**src/rtl/sokoban_move_ctrl.sv**
```systemverilog
// Sokoban move sequencer: executes one player move against the single-port
// map RAM (read ahead, decide walk/push/block, write back far/near/old).
module sokoban_move_ctrl #(
    parameter int COLS         = 10,
    parameter int ROWS         = 8,
    parameter int START_X      = 1,
    parameter int START_Y      = 3,
    parameter int NUM_GOALS    = 4,
    parameter int INIT_ON_GOAL = 0
) (
    input  logic        clk,
    input  logic        rst,
    input  logic        move_valid,
    input  logic [1:0]  move_dir,
    output logic        move_ready,
    output logic        mem_req,
    input  logic        mem_gnt,
    output logic [6:0]  mem_addr,
    output logic        mem_rd_en,
    input  logic [2:0]  mem_rdata,
    output logic        mem_we,
    output logic [2:0]  mem_wdata,
    output logic [3:0]  player_x,
    output logic [2:0]  player_y,
    output logic [2:0]  boxes_on_goal,
    output logic        solved,
    output logic [15:0] move_count,
    output logic        done,
    output logic        moved
);

    typedef enum logic [2:0] {
        S_IDLE,
        S_REQ,
        S_RD_NEAR,
        S_RD_FAR,
        S_WR_FAR,
        S_WR_NEAR,
        S_WR_OLD,
        S_DONE
    } state_t;

    localparam logic [2:0] CODE_ROAD        = 3'd0;
    localparam logic [2:0] CODE_PLAYER      = 3'd2;
    localparam logic [2:0] CODE_BOX         = 3'd3;
    localparam logic [2:0] CODE_GOAL        = 3'd4;
    localparam logic [2:0] CODE_BOX_GOAL    = 3'd5;
    localparam logic [2:0] CODE_PLAYER_GOAL = 3'd6;

    localparam logic signed [5:0] COLS_S = 6'(COLS);
    localparam logic signed [5:0] ROWS_S = 6'(ROWS);

    // move_valid/move_ready: a command is taken on a rising edge where both
    // are high; move_valid while busy is dropped, never queued.

    state_t      state_q, state_d;
    logic [3:0]  player_x_q, player_x_d;
    logic [2:0]  player_y_q, player_y_d;
    logic        on_goal_q, on_goal_d;
    logic [2:0]  boxes_on_goal_q, boxes_on_goal_d;
    logic [15:0] move_count_q, move_count_d;
    logic [3:0]  near_x_q, near_x_d;
    logic [2:0]  near_y_q, near_y_d;
    logic [3:0]  far_x_q, far_x_d;
    logic [2:0]  far_y_q, far_y_d;
    logic        far_in_q, far_in_d;
    logic [2:0]  near_code_q, near_code_d;
    logic [2:0]  far_code_q, far_code_d;
    logic        moved_q, moved_d;

    logic signed [5:0] step_x, step_y;
    logic signed [5:0] near_x_s, near_y_s, far_x_s, far_y_s;
    logic              near_in, far_in;
    logic              near_goal;

    function automatic logic [6:0] cell_addr(input logic [3:0] x, input logic [2:0] y);
        return 7'((32'(y) * COLS) + 32'(x));
    endfunction

    function automatic logic is_free(input logic [2:0] code);
        return (code == CODE_ROAD) || (code == CODE_GOAL);
    endfunction

    function automatic logic is_box(input logic [2:0] code);
        return (code == CODE_BOX) || (code == CODE_BOX_GOAL);
    endfunction

    // Signed one- and two-step targets so that x-1 at column 0 reads as -1.
    always_comb begin
        step_x = 6'sd0;
        step_y = 6'sd0;
        case (move_dir)
            2'd0:    step_y = -6'sd1;
            2'd1:    step_y = 6'sd1;
            2'd2:    step_x = -6'sd1;
            default: step_x = 6'sd1;
        endcase
        near_x_s = $signed({2'b00, player_x_q}) + step_x;
        near_y_s = $signed({3'b000, player_y_q}) + step_y;
        far_x_s  = near_x_s + step_x;
        far_y_s  = near_y_s + step_y;
        near_in  = (near_x_s >= 6'sd0) && (near_x_s < COLS_S) &&
                   (near_y_s >= 6'sd0) && (near_y_s < ROWS_S);
        far_in   = (far_x_s >= 6'sd0) && (far_x_s < COLS_S) &&
                   (far_y_s >= 6'sd0) && (far_y_s < ROWS_S);
    end

    assign near_goal = (near_code_q == CODE_GOAL) || (near_code_q == CODE_BOX_GOAL);

    always_comb begin
        state_d         = state_q;
        player_x_d      = player_x_q;
        player_y_d      = player_y_q;
        on_goal_d       = on_goal_q;
        boxes_on_goal_d = boxes_on_goal_q;
        move_count_d    = move_count_q;
        near_x_d        = near_x_q;
        near_y_d        = near_y_q;
        far_x_d         = far_x_q;
        far_y_d         = far_y_q;
        far_in_d        = far_in_q;
        near_code_d     = near_code_q;
        far_code_d      = far_code_q;
        moved_d         = moved_q;

        move_ready = 1'b0;
        mem_req    = 1'b0;
        mem_addr   = 7'd0;
        mem_rd_en  = 1'b0;
        mem_we     = 1'b0;
        mem_wdata  = 3'd0;
        done       = 1'b0;
        moved      = 1'b0;

        unique case (state_q)
            S_IDLE: begin
                move_ready = 1'b1;
                if (move_valid) begin
                    near_x_d = near_x_s[3:0];
                    near_y_d = near_y_s[2:0];
                    far_x_d  = far_x_s[3:0];
                    far_y_d  = far_y_s[2:0];
                    far_in_d = far_in;
                    moved_d  = 1'b0;
                    state_d  = near_in ? S_REQ : S_DONE;
                end
            end
            S_REQ: begin
                mem_req = 1'b1;
                if (mem_gnt) begin
                    mem_rd_en = 1'b1;
                    mem_addr  = cell_addr(near_x_q, near_y_q);
                    state_d   = S_RD_NEAR;
                end
            end
            S_RD_NEAR: begin
                mem_req     = 1'b1;
                near_code_d = mem_rdata;
                if (is_free(mem_rdata)) begin
                    state_d = S_WR_NEAR;
                end else if (is_box(mem_rdata) && far_in_q) begin
                    mem_rd_en = 1'b1;
                    mem_addr  = cell_addr(far_x_q, far_y_q);
                    state_d   = S_RD_FAR;
                end else begin
                    state_d = S_DONE;
                end
            end
            S_RD_FAR: begin
                mem_req    = 1'b1;
                far_code_d = mem_rdata;
                state_d    = is_free(mem_rdata) ? S_WR_FAR : S_DONE;
            end
            S_WR_FAR: begin
                mem_req   = 1'b1;
                mem_we    = 1'b1;
                mem_addr  = cell_addr(far_x_q, far_y_q);
                mem_wdata = (far_code_q == CODE_GOAL) ? CODE_BOX_GOAL : CODE_BOX;
                state_d   = S_WR_NEAR;
            end
            S_WR_NEAR: begin
                mem_req   = 1'b1;
                mem_we    = 1'b1;
                mem_addr  = cell_addr(near_x_q, near_y_q);
                mem_wdata = near_goal ? CODE_PLAYER_GOAL : CODE_PLAYER;
                state_d   = S_WR_OLD;
            end
            S_WR_OLD: begin
                mem_req    = 1'b1;
                mem_we     = 1'b1;
                mem_addr   = cell_addr(player_x_q, player_y_q);
                mem_wdata  = on_goal_q ? CODE_GOAL : CODE_ROAD;
                player_x_d = near_x_q;
                player_y_d = near_y_q;
                on_goal_d  = near_goal;
                moved_d    = 1'b1;
                if (move_count_q != 16'hFFFF) begin
                    move_count_d = move_count_q + 16'd1;
                end
                // Only a push changes the goal tally; far_code_q is stale on walks
                // but near_code_q is then road/goal, so neither arm fires.
                if ((near_code_q == CODE_BOX) && (far_code_q == CODE_GOAL)) begin
                    boxes_on_goal_d = boxes_on_goal_q + 3'd1;
                end else if ((near_code_q == CODE_BOX_GOAL) && (far_code_q == CODE_ROAD)) begin
                    boxes_on_goal_d = boxes_on_goal_q - 3'd1;
                end
                state_d = S_DONE;
            end
            S_DONE: begin
                done    = 1'b1;
                moved   = moved_q;
                state_d = S_IDLE;
            end
            default: state_d = S_IDLE;
        endcase
    end

    always_ff @(posedge clk) begin
        if (rst) begin
            state_q         <= S_IDLE;
            player_x_q      <= 4'(START_X);
            player_y_q      <= 3'(START_Y);
            on_goal_q       <= 1'b0;
            boxes_on_goal_q <= 3'(INIT_ON_GOAL);
            move_count_q    <= 16'd0;
            near_x_q        <= 4'd0;
            near_y_q        <= 3'd0;
            far_x_q         <= 4'd0;
            far_y_q         <= 3'd0;
            far_in_q        <= 1'b0;
            near_code_q     <= 3'd0;
            far_code_q      <= 3'd0;
            moved_q         <= 1'b0;
        end else begin
            state_q         <= state_d;
            player_x_q      <= player_x_d;
            player_y_q      <= player_y_d;
            on_goal_q       <= on_goal_d;
            boxes_on_goal_q <= boxes_on_goal_d;
            move_count_q    <= move_count_d;
            near_x_q        <= near_x_d;
            near_y_q        <= near_y_d;
            far_x_q         <= far_x_d;
            far_y_q         <= far_y_d;
            far_in_q        <= far_in_d;
            near_code_q     <= near_code_d;
            far_code_q      <= far_code_d;
            moved_q         <= moved_d;
        end
    end

    assign player_x      = player_x_q;
    assign player_y      = player_y_q;
    assign boxes_on_goal = boxes_on_goal_q;
    assign move_count    = move_count_q;
    assign solved        = (boxes_on_goal_q == 3'(NUM_GOALS));

endmodule

```
**config.mk**
```make
export PLATFORM = sky130hd
export DESIGN_NAME = sokoban_move_ctrl
export DESIGN_NICKNAME = d
export VERILOG_FILES = /design/src/rtl/sokoban_move_ctrl.sv
export SDC_FILE = /design/constraint.sdc
export NUM_CORES = 1
export LEC_CHECK = 0
export ABC_AREA = 1
export CORE_MARGIN = 10
export CORE_UTILIZATION = 40
export CTS_CLUSTER_SIZE = 14
export DETAILED_ROUTE_END_ITERATION = 16
export HOLD_SLACK_MARGIN = 0.03
export PLACE_DENSITY = 0.62
export SETUP_SLACK_MARGIN = 0.2
export SYNTH_ARGS = -nofsm -noshare
export SYNTH_HDL_FRONTEND = slang
export SYNTH_SLANG_ARGS = --single-unit
```
**constraint.sdc**
```tcl
create_clock -name clk -period 3.8 [get_ports clk]
set_input_delay 0.76 -clock clk [delete_from_list [all_inputs] [get_ports clk]]
set_output_delay 0.76 -clock clk [all_outputs]
set_load 0.01 [all_outputs]
```
# --- Word level (Yosys, flattened, before mapping) ---
# Index checks and enable logic that the tools add are counted.
op_classes:
  n_addsub: 10
  multipliers: 3
  n_lt_le_gt_ge: 8
  eq_ne: 20
  mux: 30
  reduce_logical: 26
op_table:
  columns: ["op", "n"]
  rows:
  - ["$pmux W7 S5", 1]
  - ["$eq A3 B3 Y1 const B", 10]
  - ["$mux W3", 10]
  - ["$ge A6 B1 Y1 const B", 4]
  - ["$lt A6 B5 Y1 const B", 4]
  - ["$pmux W3 S8", 1]
  - ["$pmux W6 S2", 2]
  - ["$add A7 B4 Y7", 3]
  - ["$mux W7", 3]
  - ["$mul A3 B3 Y6 const B", 3]
  - ["$add A16 B1 Y16 const B", 1]
  - ["$ne A16 B16 Y1 const B", 1]
  - ["$add A6 B6 Y6", 2]
  - ["$eq A3 B2 Y1 const B", 4]
  - ["$reduce_and A2 Y1", 5]
  - ["$logic_and A1 B1 Y1", 9]
  - ["$logic_not A3 Y1", 3]
  - ["$mux W1", 9]
  - ["$pmux W3 S3", 1]
  - ["$add A4 B6 Y6", 1]
  - ["$add A5 B6 Y6", 1]
  - ["$reduce_or A6 Y1", 1]
  - ["$ne A2 B2 Y1 const B", 2]
  - ["$pmux W1 S2", 2]
  - ["other kinds (11)", 14]
totals:
  regBits: 52
  inputBits: 9
  output_inout_bits: 43
  word_cells: 111

# --- Longest topological paths before layout ---
logic_depth:
  depth_word: 11
  ltp_mapped: 20
  ltp_nobuf: 20

# --- Worst setup path after synthesis ---
# OpenSTA, ideal clock, no wires.
synth_path:
  path_kind: "input to register"
  start: "input move_dir[0]"
  end: "register far_in_q"
  setup_ps: 65
  arrival_time_ps: 2985
  required_ps: 3735
  setup_slack_ps: 750
  path_stages: 20
  path_buffers: 0
  path_cell_list: "inv_1 > nand2_1 > inv_1 > ha_1 > a21oi_1 > nand2_1 > xor2_1 > inv_1 > ha_1 > nand2_1 > nand2_1 > nor2_1 > nor2_1 > nor2_1 > nand2_1 > nor2_1 > nand2_1 > nor2_1 > nor2_1 > nor2_1"
synth_between:
  elab_chain_len: 9
  word_cells_on_any_way: 17
  classes_between: "4 x add/sub; 4 x order compare; 2 x eq/ne; 2 x mux; 5 x reduce/logical"
synth_rtl:
  columns: ["element", "line", "source"]
  rows:
  - ["start, declared", "14", "input logic [1:0] move_dir,"]
  - ["$eq A2 B1 Y1 / $logic_not A2 Y1 (equally long branches)", "92", "case (move_dir)"]
  - ["$reduce_or A2 Y1 (no line)", null, null]
  - ["$pmux W6 S2 (*)", "92", null]
  - ["$add A5 B6 Y6 (*)", "98", "near_x_s = $signed({2'b00, player_x_q}) + step_x;"]
  - ["named net near_x_s[3]", "72", "logic signed [5:0] near_x_s, near_y_s, far_x_s, far_y_s;"]
  - ["$add A6 B6 Y6 (*)", "100", "far_x_s = near_x_s + step_x;"]
  - ["$ge A6 B1 Y1 / $lt A6 B5 Y1 (equally long branches)", "104", "far_in = (far_x_s >= 6'sd0) && (far_x_s < COLS_S) &&"]
  - ["$logic_and A1 B1 Y1 (*) (2 in series)", "104", null]
  - ["$logic_and A1 B1 Y1 (*)", "105", "(far_y_s >= 6'sd0) && (far_y_s < ROWS_S);"]
  - ["end signal, assigned", "245", "far_in_q <= far_in_d;"]
  - ["end, declared", "66", "logic far_in_q, far_in_d;"]
# The timed path passes the listed nets; every way through them passes the cells marked *.
# A chain may end at the register's enable or synchronous reset.

# --- Final worst setup path ---
layout_path:
  start: "register player_y_q[0] (netlist: player_y[0])"
  end: "output mem_addr[6]"
layout_between:
  elab_chain_len: 3
layout_rtl:
  columns: ["element", "line", "source"]
  rows:
  - ["start, declared", "58", "logic [2:0] player_y_q, player_y_d;"]
  - ["start signal, assigned", "222", "player_y_q <= 3'(START_Y);"]
  - ["start signal, assigned", "237", "player_y_q <= player_y_d;"]
  - ["$mul A3 B3 Y6", "77", "return 7'((32'(y) * COLS) + 32'(x));"]
  - ["$add A7 B4 Y7", "77", null]
  - ["$pmux W7 S5", "135", "unique case (state_q)"]
  - ["end, declared", "18", "output logic [6:0] mem_addr,"]
# Every way passes these cells.

==> impl_metrics.ini <==
[yosys]
synth_xor_area_share_pct = 3.20
synth_enable_flop_cells = 0
syn_area_um2 = 3830
yosysWarnings = 0
synth-simple-area-share_pct = 29.6
synthAdderAreaFrac_pct = 16.0
synth_top_family_by_area = simple AND/OR/NAND/NOR gates
post_synth_num_cell_types = 38
synthArstFlopShare_pct = 0
synth_compound_area_share_pct = 14.4
synth_ff_type = dfxtp_1
syn_nets = 606
synthCells = 553
synth_seq_area_share_pct = 27.2
ys_ff_latch = 52
syn_area_per_cell_um2 = 6.92
synth_mux_area_share_pct = 0

[grt]
antenna_found_initial = 0
track_usage_pct = 14.0
grt_pass1_wl_mm = 16.8
grt_overflow_total = 0
grt_max_degree = 26
grt_pass1_vias = 3485

[worst_setup_path]
worstPathRequired_ps = 3040
crit_path_end_kind = primary output
path_delay_family = adder cells
r2r_end = far_in_q$_SDFFE_PP0P_
arrival_ps = 2630
crit_fanout = 5
reg2regPathDepth = 14
crit_type = reg2out
cp.buffers_inverters = 1
cp.depth = 10
cp_cell_sequence = ha_1, ha_1, a21oi_1, nand2_1, nand2_1, nor2_1, or2_2, nand3_1, o211ai_1, clkdlybuf4s50_1
reg2reg_slack_ps = 1200
r2r-start = player_x[0]$_SDFFE_PP1P_
crit_slowest_cell = clkdlybuf4s50_1
start_kind = flip-flop
cpPeakStageDelay_ps = 490

[timing]
holdWs_ps = 477
post-route-period-util_pct = 89.1
fmax_mhz = 295
finalHoldViolations = 0
setup_viol = 0
rsz0062_at_grt = false
period_minus_slack_ps = 3390
slew_headroom_pct = 54.6
skew_ps = 4.90
slew_viol_final = 0
totalNegativeSetupSlack_ps = 0
worstMarginPinSlew_ps = 680

[routing]
wire_per_inst_um = 13.3
route.layer.met1.wl_mm = 4.65
wirelength_mm = 9.81
viasPerCell = 4.96
top_layer = met4
ant_nets = 0
drc = 0
vias = 3655
met3_length_um = 351
dr.pass1.iters = 4
met2_length_mm = 4.71
drt_iter0_drc = 204

[cells_and_area]
drive_gt1_share_pct = 8.22
area_growth_pct = 20.2
final_cell_area_um2 = 4600
antenna_cells = 0
final_common_cell = nand2_1
nets = 660
mostFrequentLayoutCells = nand2_1 (114), inv_1 (75), a21oi_1 (54)

[min_path]
min_to = on_goal_q$_SDFFE_PP0P_
hold_path_class = reg2reg
holdCritStartpoint = on_goal_q$_SDFFE_PP0P_
hold_depth = 2

[cts]
post_cts_buffers = 0
clkLatencyLatePin_ps = 310
clock-sinks = 52
cts_tree = yes
clockRootBuffer = clkbuf_8
htreeDepth = 2
numCtsBuffers = 5
cts.path.max_buffers = 2
path_clk_slew_ps = 100

[floorplanning]
die_w_um = 118
die_y_um = 118
io_pins = 52
die-area_um2 = 13900
start_util_pct = 41.2
rows = 35
coreArea_um2 = 9280

[placed_design]
gp_congestion = 0.864
port_buffers = 51
dp_hpwl_mm = 8.05
place_area_um2 = 4490

[power]
power.density_nw_per_um2 = 464
ir_drop_v = 0.000175
p_leak_nw = 2.01
power_mw = 2.13

[flow_run]
drv_cap = 0

[run_status]
status = complete, no violations
==> cell usage after synthesis, types with 7 or more instances <==
library cell / number / area (um2)
ha_1: 36 / 450
inv_1: 76 / 285
a21oi_1: 54 / 270
nand2_2: 9 / 56.3
nor3_1: 12 / 60.1
inv_2: 7 / 26.3
xor2_1: 8 / 70.1
dfxtp_1: 52 / 1040
o21ai_0: 34 / 170
fa_1: 8 / 160
o211ai_1: 9 / 67.6
nor2_1: 42 / 158
nand2_1: 115 / 432
nand3_1: 42 / 210
==> routing by layer <==
layer	vias up	track usage [%]
li1	1911	-
met3	9	2.25
met5	-	0
met1	1664	17.6
met4	0	3.25
met2	71	24.4
==> how the worst max path moves through the flow <==
stage | start | to | slack, ps
after floorplan | move_dir[0] | far_in_q$_SDFFE_PP0P_ | 750
after global placement | move_dir[1] | far_in_q$_SDFFE_PP0P_ | 220
after detailed placement | move_dir[1] | far_in_q$_SDFFE_PP0P_ | 110
after CTS | player_y[0]$_SDFFE_PP1P_ | mem_addr[6] | 320
after global routing | move_dir[1] | far_in_q$_SDFFE_PP0P_ | 200
final | player_y[0]$_SDFFE_PP1P_ | mem_addr[6] | 410
==> where the power goes <==
part           internal, mW  switching [mW]  total (mW)
Sequential            0.637           0.109       0.746
Combinational         0.442           0.612        1.05
Clock                 0.149           0.186       0.334
==> worst register-to-register path: cells and delay by family (launching register included) <==
family                   cells  cell delay, ps
adder cells (fa/ha/maj)      3             930
AND/OR/NAND/NOR              8             590
XOR/XNOR                     2             580
flip-flops                   1             400
buffers and inverters        1              50
==> registers in the layout, summed over array words and instances (netlist names) <==
name / cells
far_code_q: 3
player_x: 4
moved_q: 1
far_in_q: 1
far_y_q: 3
boxes_on_goal: 3
far_x_q: 4
near_y_q: 3
near_code_q: 3
near_x_q: 4
on_goal_q: 1
state_q: 3
move_count: 16
player_y: 3
==> through the flow <==
step | utilization [%] | setup slack, ps | std cells
after floorplan | - | 750 | 553
after global placement | 48.4 | 219 | 729
after detailed placement | 48.4 | 108 | 729
after CTS | 49.4 | 319 | 737
after global routing | 49.5 | 202 | 737
final | 49.5 | 414 | 737
==> final cells by class <==
type / count / area, um2
Tap cell: 129 / 161
Clock buffer: 7 / 86.3
Sequential cell: 52 / 1040
Multi-Input combinational cell: 407 / 2430
Inverter: 83 / 312
Clock inverter: 1 / 7.51
Timing Repair Buffer: 58 / 563
Fill cell: 919 / 4690
==> timing repair <==
| item | in CTS | in global routing |
|---|---|---|
| endpoints found under the setup margin | 0 | 2 |
| hold buffers | 0 | 0 |
| resized for setup | 0 | 4 |
==> logic make-up after synthesis <==
logic type,after synthesis
xor+xnor,14
compound gates,103
buf+inv,94
flops,52
fa+ha+maj,44
simple gates,246
No activity file was read; power rests on OpenSTA's default activity.
